File: config.mk
export PLATFORM = sky130hd
export DESIGN_NAME = uart_rx_os
export DESIGN_NICKNAME = d
export VERILOG_FILES = /design/src/rtl/uart_rx_os_pkg.sv /design/src/rtl/uart_os_tick.sv /design/src/rtl/uart_rx_os.sv
export SDC_FILE = /design/constraint.sdc
export NUM_CORES = 1
export LEC_CHECK = 0
export CAP_MARGIN = 20
export CORE_MARGIN = 3
export CORE_UTILIZATION = 51
export CTS_CLUSTER_SIZE = 12
export DETAILED_ROUTE_END_ITERATION = 7
export PLACE_DENSITY = 0.74
export SLEW_MARGIN = 0
export SYNTH_ARGS = -nofsm -noshare
export SYNTH_HDL_FRONTEND = slang
export SYNTH_SLANG_ARGS = --single-unit
File: constraint.sdc
create_clock -name i_clk -period 1.85 [get_ports i_clk]
set_input_delay 0.37 -clock i_clk [delete_from_list [all_inputs] [get_ports i_clk]]
set_output_delay 0.37 -clock i_clk [all_outputs]
set_load 0.05 [all_outputs]
File: src/rtl/uart_rx_os_pkg.sv
// Shared UART codes and the receiver's one-hot state encoding.
// The parity and stop-bit codes are the same ones the transmitter uses.
package uart_rx_os_pkg;

    localparam logic [1:0] PARITY_NONE   = 2'd1;
    localparam logic [1:0] PARITY_ODD    = 2'd2;
    localparam logic [1:0] PARITY_EVEN   = 2'd3;

    localparam logic [1:0] STOP_BITS_ONE = 2'd1;
    localparam logic [1:0] STOP_BITS_TWO = 2'd2;

    // One-hot receiver states; ST_SPARE is never entered and decodes to IDLE.
    typedef enum logic [7:0] {
        ST_IDLE       = 8'b0000_0001,
        ST_START      = 8'b0000_0010,
        ST_DATA       = 8'b0000_0100,
        ST_PARITY     = 8'b0000_1000,
        ST_STOP       = 8'b0001_0000,
        ST_DONE       = 8'b0010_0000,
        ST_BREAK_WAIT = 8'b0100_0000,
        ST_SPARE      = 8'b1000_0000
    } uart_rx_os_state_t;

    function automatic logic maj3(input logic a, input logic b, input logic c);
        return (a & b) | (a & c) | (b & c);
    endfunction

endpackage

File: src/rtl/uart_os_tick.sv
// Oversampling tick generator: counts 0..i_div and pulses o_tick at i_div.
// Shared between the UART receiver and transmitter.
module uart_os_tick #(
    parameter int DIV_WIDTH = 16
) (
    input  logic                 i_clk,
    input  logic                 i_rst_n,
    input  logic                 i_clear,
    input  logic [DIV_WIDTH-1:0] i_div,
    output logic                 o_tick
);

    logic [DIV_WIDTH-1:0] cnt_reg;

    assign o_tick = !i_clear && (cnt_reg == i_div);

    always_ff @(posedge i_clk) begin
        if (!i_rst_n) begin
            cnt_reg <= '0;
        end else if (i_clear || (cnt_reg == i_div)) begin
            cnt_reg <= '0;
        end else begin
            cnt_reg <= cnt_reg + DIV_WIDTH'(1);
        end
    end

endmodule

File: src/rtl/uart_rx_os.sv
// Oversampling UART receiver with runtime framing, majority voting,
// break detection and a valid/ready output that reports overruns.
module uart_rx_os
    import uart_rx_os_pkg::*;
#(
    parameter int MAX_DATA_WIDTH = 8,
    parameter int OVERSAMPLE     = 16,
    parameter int DIV_WIDTH      = 16,
    parameter int SYNC_STAGES    = 2
) (
    input  logic                                  i_clk,
    input  logic                                  i_rst_n,
    input  logic                                  i_rx,
    input  logic [DIV_WIDTH-1:0]                  i_div,
    input  logic [$clog2(MAX_DATA_WIDTH+1)-1:0]   i_data_bits,
    input  logic [1:0]                            i_parity,
    input  logic [1:0]                            i_stop_bits,
    output logic [MAX_DATA_WIDTH-1:0]             o_data,
    input  logic                                  i_ready,
    output logic                                  o_valid,
    output logic                                  o_frame_err,
    output logic                                  o_parity_err,
    output logic                                  o_break,
    output logic                                  o_overrun
);

    localparam int DBW = $clog2(MAX_DATA_WIDTH + 1);
    localparam int SW  = $clog2(OVERSAMPLE);
    localparam logic [SW-1:0] IDX_A    = SW'(OVERSAMPLE / 2 - 1);
    localparam logic [SW-1:0] IDX_B    = SW'(OVERSAMPLE / 2);
    localparam logic [SW-1:0] IDX_EVAL = SW'(OVERSAMPLE / 2 + 1);
    localparam logic [SW-1:0] IDX_LAST = SW'(OVERSAMPLE - 1);

    logic [SYNC_STAGES-1:0]    sync_reg;
    logic                      rx;
    uart_rx_os_state_t         state_reg;
    logic [DIV_WIDTH-1:0]      div_reg;
    logic [DBW-1:0]            data_bits_reg;
    logic [1:0]                parity_reg;
    logic                      stop_two_reg;
    logic [SW-1:0]             samp_cnt_reg;
    logic                      samp_a_reg;
    logic                      samp_b_reg;
    logic [DBW-1:0]            bit_cnt_reg;
    logic                      stop_cnt_reg;
    logic [MAX_DATA_WIDTH-1:0] shift_reg;
    logic                      par_bit_reg;
    logic                      par_bad_reg;

    logic                      active;
    logic                      tick;
    logic                      eval;
    logic                      bit_val;
    logic                      parity_en;
    logic                      par_calc;
    logic [MAX_DATA_WIDTH-1:0] bit_sel;

    // Input synchronizer; stages reset to the idle-high line level.
    for (genvar gi = 0; gi < SYNC_STAGES; gi++) begin : g_sync
        always_ff @(posedge i_clk) begin
            if (!i_rst_n) begin
                sync_reg[gi] <= 1'b1;
            end else if (gi == 0) begin
                sync_reg[gi] <= i_rx;
            end else begin
                sync_reg[gi] <= sync_reg[(gi == 0) ? 0 : gi - 1];
            end
        end
    end

    assign rx = sync_reg[SYNC_STAGES-1];

    for (genvar gi = 0; gi < MAX_DATA_WIDTH; gi++) begin : g_bit_sel
        assign bit_sel[gi] = (bit_cnt_reg == DBW'(gi));
    end

    assign active    = (state_reg == ST_START) || (state_reg == ST_DATA) ||
                       (state_reg == ST_PARITY) || (state_reg == ST_STOP);
    assign eval      = tick && (samp_cnt_reg == IDX_EVAL);
    assign bit_val   = maj3(samp_a_reg, samp_b_reg, rx);
    assign parity_en = (parity_reg == PARITY_ODD) || (parity_reg == PARITY_EVEN);
    assign par_calc  = (parity_reg == PARITY_ODD) ? ~^shift_reg : ^shift_reg;

    uart_os_tick #(
        .DIV_WIDTH(DIV_WIDTH)
    ) u_tick (
        .i_clk  (i_clk),
        .i_rst_n(i_rst_n),
        .i_clear(!active),
        .i_div  (div_reg),
        .o_tick (tick)
    );

    always_ff @(posedge i_clk) begin
        if (!i_rst_n) begin
            state_reg     <= ST_IDLE;
            div_reg       <= '0;
            data_bits_reg <= '0;
            parity_reg    <= '0;
            stop_two_reg  <= 1'b0;
            samp_cnt_reg  <= '0;
            samp_a_reg    <= 1'b0;
            samp_b_reg    <= 1'b0;
            bit_cnt_reg   <= '0;
            stop_cnt_reg  <= 1'b0;
            shift_reg     <= '0;
            par_bit_reg   <= 1'b0;
            par_bad_reg   <= 1'b0;
            o_data        <= '0;
            o_valid       <= 1'b0;
            o_frame_err   <= 1'b0;
            o_parity_err  <= 1'b0;
            o_break       <= 1'b0;
            o_overrun     <= 1'b0;
        end else begin
            o_frame_err  <= 1'b0;
            o_parity_err <= 1'b0;
            o_break      <= 1'b0;
            o_overrun    <= 1'b0;
            if (o_valid && i_ready) begin
                o_valid <= 1'b0;
            end

            if (!active) begin
                samp_cnt_reg <= '0;
            end else if (tick) begin
                samp_cnt_reg <= (samp_cnt_reg == IDX_LAST) ? '0 : samp_cnt_reg + SW'(1);
            end
            if (tick && (samp_cnt_reg == IDX_A)) begin
                samp_a_reg <= rx;
            end
            if (tick && (samp_cnt_reg == IDX_B)) begin
                samp_b_reg <= rx;
            end

            case (state_reg)
                ST_IDLE: begin
                    if (!rx) begin
                        div_reg       <= i_div;
                        data_bits_reg <= i_data_bits;
                        parity_reg    <= i_parity;
                        stop_two_reg  <= (i_stop_bits == STOP_BITS_TWO);
                        shift_reg     <= '0;
                        bit_cnt_reg   <= '0;
                        stop_cnt_reg  <= 1'b0;
                        par_bit_reg   <= 1'b0;
                        par_bad_reg   <= 1'b0;
                        state_reg     <= ST_START;
                    end
                end
                ST_START: begin
                    if (eval) begin
                        state_reg <= bit_val ? ST_IDLE : ST_DATA;
                    end
                end
                ST_DATA: begin
                    if (eval) begin
                        for (int i = 0; i < MAX_DATA_WIDTH; i++) begin
                            if (bit_sel[i]) begin
                                shift_reg[i] <= bit_val;
                            end
                        end
                        if (bit_cnt_reg == data_bits_reg - DBW'(1)) begin
                            state_reg <= parity_en ? ST_PARITY : ST_STOP;
                        end else begin
                            bit_cnt_reg <= bit_cnt_reg + DBW'(1);
                        end
                    end
                end
                ST_PARITY: begin
                    if (eval) begin
                        par_bit_reg <= bit_val;
                        par_bad_reg <= (bit_val != par_calc);
                        state_reg   <= ST_STOP;
                    end
                end
                ST_STOP: begin
                    if (eval) begin
                        // A low stop bit on an all-zero frame is a line break.
                        if (!bit_val) begin
                            if ((shift_reg == '0) && !par_bit_reg) begin
                                o_break <= 1'b1;
                            end else begin
                                o_frame_err <= 1'b1;
                            end
                            state_reg <= ST_BREAK_WAIT;
                        end else if (stop_cnt_reg == stop_two_reg) begin
                            state_reg <= ST_DONE;
                        end else begin
                            stop_cnt_reg <= 1'b1;
                        end
                    end
                end
                ST_DONE: begin
                    if (par_bad_reg) begin
                        o_parity_err <= 1'b1;
                    end else if (o_valid && !i_ready) begin
                        o_overrun <= 1'b1;
                    end else begin
                        o_data  <= shift_reg;
                        o_valid <= 1'b1;
                    end
                    state_reg <= ST_IDLE;
                end
                ST_BREAK_WAIT: begin
                    if (rx) begin
                        state_reg <= ST_IDLE;
                    end
                end
                default: begin
                    state_reg <= ST_IDLE;
                end
            endcase
        end
    end

endmodule

# ---- Word level (Yosys, flattened, before mapping)
# Cells that the tools add are included.
dict set report classes {
  add_sub_neg 4
  eq_ne 44
  n_mux 46
  bitwise_logic 12
  n_reduce_logical 41
}
# operator n
set ops {}
lappend ops {{8-bit 2-to-1 mux} 11}
lappend ops {{8-bit one-hot mux with 6 select lines} 1}
lappend ops {{4-bit AND reduction} 9}
lappend ops {{2-bit inequality test (second input constant)} 17}
lappend ops {{1-bit 2-to-1 mux} 23}
lappend ops {{4-bit by 3-bit == test with 1-bit output (second input constant)} 5}
lappend ops {{16-bit by 1-bit adder with 16-bit output (second input constant)} 1}
lappend ops {{16-bit == test} 1}
lappend ops {{4-bit 2-to-1 mux} 4}
lappend ops {{8-bit one-hot mux with 2 select lines} 1}
lappend ops {{4-bit == test (second input constant)} 3}
lappend ops {{4-bit by 1-bit adder with 4-bit output (second input constant)} 2}
lappend ops {{4-bit by 2-bit == test with 1-bit output (second input constant)} 2}
lappend ops {{8-bit by 1-bit == test with 1-bit output (second input constant)} 1}
lappend ops {{8-bit by 2-bit == test with 1-bit output (second input constant)} 1}
lappend ops {{8-bit by 3-bit == test with 1-bit output (second input constant)} 1}
lappend ops {{8-bit by 4-bit == test with 1-bit output (second input constant)} 1}
lappend ops {{8-bit by 5-bit == test with 1-bit output (second input constant)} 1}
lappend ops {{8-bit by 6-bit == test with 1-bit output (second input constant)} 1}
lappend ops {{8-bit by 7-bit == test with 1-bit output (second input constant)} 1}
lappend ops {{8-bit logical NOT} 1}
lappend ops {{4-bit one-hot mux with 2 select lines} 1}
lappend ops {{8-bit AND reduction} 1}
lappend ops {{8-bit XNOR reduction} 1}
lappend ops {{other kinds (26)} 56}
dict set report totals {
  reg_bits 83
  out_inout_bits 13
}

# ---- Longest topological paths before layout
dict set report depth {
  ltp_word 8
  mapped_depth 8
  ltp_nobuf 8
}

# ---- Modules after synthesis
# Synthesis repeated with hierarchy kept, for this count alone.
dict set report unflattened {
  cells_unflattened 468
  area_unflattened_um2 4235.3
}
# mod instances cells_each area_per_inst_um2
set modules_own_cells {}
lappend modules_own_cells {uart_rx_os 1 368 3258.1}
lappend modules_own_cells {uart_os_tick 1 100 977.2}

# ---- Worst setup path after synthesis
# OpenSTA, ideal clock, no wires.
dict set report synth_timing {
  path_type {register to register}
  from {reg data_bits_reg[0]}
  to {reg bit_cnt_reg[3]}
  setup_ns 0.070
  t_arrival_ns 1.845
  required_time_ns 1.780
  slack_ns -0.065
  path_stages_with_launch 9
  path_buffers 0
  synth_period_minus_slack_ns 1.915
  path_cell_list {dfxtp_1 inv_1 ha_1 xor2_1 xnor2_1 a41oi_1 nor2_1 or4_1 a21oi_1}
}
dict set report synth_between {
  elab_chain_len 4
}
# item line
set synth_rtl {}
lappend synth_rtl {{start, declared} uart_rx_os.sv:38} ;# logic [DBW-1:0] data_bits_reg;
lappend synth_rtl {{start signal, assigned} uart_rx_os.sv:140} ;# data_bits_reg <= i_data_bits;
lappend synth_rtl {{4-bit by 1-bit subtractor with 4-bit output} uart_rx_os.sv:163} ;# if (bit_cnt_reg == data_bits_reg - DBW'(1)) begin
lappend synth_rtl {{4-bit == test} uart_rx_os.sv:163}
lappend synth_rtl {{2-bit inequality test (no source line)} --}
lappend synth_rtl {{4-bit AND reduction (no source line)} --}
lappend synth_rtl {{end signal, assigned} uart_rx_os.sv:166} ;# bit_cnt_reg <= bit_cnt_reg + DBW'(1);
lappend synth_rtl {{end, declared} uart_rx_os.sv:44} ;# logic [DBW-1:0] bit_cnt_reg;
# Every way passes these cells.
# A chain may end at the register's enable or synchronous reset.

# ---- Worst setup path after layout
dict set report layout_timing {
  from {reg div_reg[3]}
  to {reg bit_cnt_reg[2]}
}
dict set report layout_between {
  elab_chain_len 5
}
# item line
set layout_rtl {}
lappend layout_rtl {{start, declared} uart_rx_os.sv:37} ;# logic [DIV_WIDTH-1:0] div_reg;
lappend layout_rtl {{start signal, assigned} uart_rx_os.sv:139} ;# div_reg <= i_div;
lappend layout_rtl {{16-bit == test} uart_os_tick.sv:15} ;# assign o_tick = !i_clear && (cnt_reg == i_div);
lappend layout_rtl {{1-bit logical AND} uart_os_tick.sv:15}
lappend layout_rtl {{1-bit logical AND} uart_rx_os.sv:79} ;# assign eval = tick && (samp_cnt_reg == IDX_EVAL);
lappend layout_rtl {{2-bit inequality test (no source line)} --}
lappend layout_rtl {{4-bit AND reduction (no source line)} --}
# Every way passes these cells.

==> summary.md <==
| Metric | Value |
|---|---|
| Slew headroom | 0.659 |
| Final hold vios | 0 |
| Register share of total power | 0.397 |
| Syn_nets | 511 |
| Maximum vdd drop | about 620 uV |
| Initial antenna violation count | 0 |
| Avg Inst Size Synth | between 8 and 9 sq um |
| Vias in the first global route | between 3000 and 4000 |
| Failing checks | negative setup slack |
| Ant diodes | 0 |
| Max clock buf depth | 2 |
| Worst EP required | 2.14 ns |
| Pre-CTS setup slack | -0.155 ns |
| Pin count of the biggest net entering global routing | 34 |
| Cells on worst reg2reg path | 6 |
| Status | finished, violations left |
| Most common cell after layout, fill and taps aside | dfxtp_1 |
| Final nets | 607 |
| GRT Total Usage | 0.223 |
| CP arrival | 2.22 ns |
| DPL Wire Length | 7.23 mm |
| Die ar. | 0.00917 sq mm |
| Number of H-tree levels | 3 |
| Switching portion of total power | 0.303 |
| DR pass1 iterations | 6 |
| Setup CP Type | reg2reg |
| Unrepaired setup endpoints after global routing | true |
| CP peak stage delay | 0.48 ns |
| Int Pwr | 3410 uW |
| Final wirelength | roughly 10 mm |
| Yosys warns | 0 |
| Library cells used by synthesis | 63 |
| Final Critical Period | about 1.9 ns |
| I/O pins | 41 |
| CP Cell Sequence | xor2_2 -> nor4_4 -> and4_4 -> a21oi_4 -> or4_1 -> a21oi_1 |
| Clock Pin Slew Worst Setup and Hold Paths | 0.08 ns |
| Hold Path End | rx$_SDFF_PN1_ |
| Gpl congestion | 0.905 |
| Fin Setup TNS | -1.04 ns |
| Register area share after synthesis | 0.400 |
| Iteration-0 DRC Markers | 138 |
| Fin crit share | 1.05 |
| Reg-to-reg endpoint | bit_cnt_reg[2]$_SDFFE_PN0P_ |
| Final WS setup | -0.0841 ns |
| Synth Register Bits | 82 |
| # DRC | 0 |
| I/O Buffers | 40 |
| Worst-Margin Slew | 0.510 ns |
| Core ar. | 0.00777 sq mm |
| Min-Delay Path Class | reg2reg |
| FF-to-FF Start | div_reg[3]$_SDFFE_PN0P_ |
| Global-route wire length before repair | 16.0 mm |
| Hold depth | 1 |
| Comb pwr share | 0.287 |
| Cell count after synthesis | 470 |
| Crit start category | flop |
| Hold path startpoint | sync_reg[0]$_SDFF_PN1_ |
| Post-DRT Antenna Nets | 0 |
| Root Buffer | clkbuf_8 |
| Leak | 0.00235 uW |
| DR WL/cell | 15.1 microns |
| Clk network pwr share | 0.316 |
| PwrDens | roughly 880 mW/mm^2 |
| Async set or reset register ratio after synthesis | 0 |
| Top cell type's share of synthesized area | 0.400 |
| Flop2flop setup slack | -0.08 ns |
| Util after Layout | 0.715 |
| Total net switching power | 1490 uW |
| Post-synth top flop | dfxtp_1 |
| Post-synth EDFFs | 0 |
| Worst skew pair latency | 0.35 ns |
| Die extent in y | ~96 microns |
| Maximum clock rate | 0.517 GHz |
| Layout cells sized above 1 | 0.274 |
| Fillers | 597 |
| Drt via density | 5.40 |
| Site Rows | 32 |
| Detailed-route via count | 3630 |
| Gr ovfl total | 0 |
| Delay-heaviest family, CP | simple AND/OR/NAND/NOR gates |
| Die width | 95.7 microns |
| Final Power | 4900 uW |
| Initial core utilization | 0.529 |
| Post-synth top area cell | dfxtp_1 |
| CTS tree | yes |
| Mapped Area | 0.00411 sq mm |
| Number of max-cap violations | 0 |
| Pins Over Slew Limit | 0 |
| Area Overhead vs Synth | 35.2% |
| Crit path max-delay cell type | or4_1 |
| Buf/Inv on CP | 0 |
| Area contributors post-synth | dfxtp_1, xor2_1, nand2_1, a21oi_1, ha_1 |
| Critical Path Fanout Max | 7 |
| Most frequent cells in the layout | dfxtp_1, buf_4, nand2_1 |
| CTS Hold Buffers Added | 0 |
| CTS Buf Count | 9 |
| Setup violations, final | 34 |
| Clock tree sinks | 82 |
| Setup Skew | roughly 0.0098 ns |
| Crit path capture type | flop |
-- routing by layer --
metal  up-vias  routed length, microns  GRT usage
met5         -                       0          0
met4         0                     109     0.0486
met3        11                     394     0.0422
met2        84                    5310      0.410
met1      1736                    4350      0.267
li1       1799                       -          -
-- timing repair --
action	CTS	global route
endpoints found under the setup margin	43	57
pin swaps	17	15
resized for setup	43	35
cloned	1	0
setup buffers	2	2
-- kinds of logic (layout without fill, tap and decap cells) --
kind of cell | count (synthesis) | count (layout) | synth area share
flip-flops | 82 | 82 | 0.400
buffers and inverters | 42 | 142 | 0.0478
XOR/XNOR | 44 | 44 | 0.0956
AND/OR/NAND/NOR | 200 | 200 | 0.268
multiplexers | 12 | 12 | 0.0292
AO/OA/AOI/OAI | 76 | 76 | 0.117
adder cells (fa/ha/maj) | 14 | 14 | 0.0423
-- per-stage QoR --
stage | area, sq um | hold WS, ns | std cells
global route | 5550 | 0.445 | 672
finish | 5550 | 0.421 | 672
CTS | 5390 | 0.427 | 671
detailed placement | 4990 | 0.404 | 653
global placement | 4990 | 0.400 | 653
floorplan | 4130 | 0.386 | 470
-- worst reg2reg max path: stages (launching register included) --
cell and delay (ns):
dfxtp_2 0.34, xor2_2 0.19, nor4_4 0.34, and4_4 0.31, a21oi_4 0.08, or4_1 0.49, a21oi_1 0.13
-- worst max path at each step --
| stage | start | to | cells past startpoint |
|---|---|---|---|
| floorplan | u_tick.cnt_reg[2]$_SDFF_PP0_ | bit_cnt_reg[3]$_SDFFE_PN0P_ | 7 |
| global placement | div_reg[7]$_SDFFE_PN0P_ | bit_cnt_reg[3]$_SDFFE_PN0P_ | 6 |
| detailed placement | div_reg[7]$_SDFFE_PN0P_ | bit_cnt_reg[3]$_SDFFE_PN0P_ | 6 |
| CTS | data_bits_reg[0]$_SDFFE_PN0P_ | state_reg[3]$_SDFFE_PN0P_ | 8 |
| global route | div_reg[3]$_SDFFE_PN0P_ | shift_reg[4]$_SDFFE_PN0P_ | 8 |
| finish | div_reg[3]$_SDFFE_PN0P_ | bit_cnt_reg[2]$_SDFFE_PN0P_ | 6 |
-- cell usage after synthesis (all sizes together) (4+ instances only) --
library cell / n
inv: 20
clkbuf: 11
and2: 5
buf: 11
o31ai: 7
nand4: 11
xor2: 38
nand3: 13
xnor2: 6
nor2b: 6
o21ai: 8
nand2b: 5
nand2: 65
a311o: 4
a21oi: 46
mux2i: 12
nor4: 7
and3: 6
nor3: 14
ha: 13
dfxtp: 82
nor2: 45
-- power groups by stage --
stage / clock, uW / combinational (uW) / sequential, uW
after global placement: 0 / 1120 / 1960
after detailed placement: 0 / 1130 / 1960
final: 1550 / 1400 / 1940
after CTS: 1550 / 1280 / 1930
after floorplan: 0 / 716 / 1950
after global routing: 1630 / 1500 / 1950
-- final cells by class --
class                           instances  area [sq um]  area share
Timing Repair Buffer                  107           918       0.165
Inverter                               20          75.1      0.0135
Tap cell                              102           128      0.0230
Clock buffer                           10           128      0.0230
Multi-Input combinational cell        346          2540       0.457
Sequential cell                        82          1660       0.300
Clock inverter                          5           104      0.0187
Note: power is estimated with default switching activity, not from simulation.
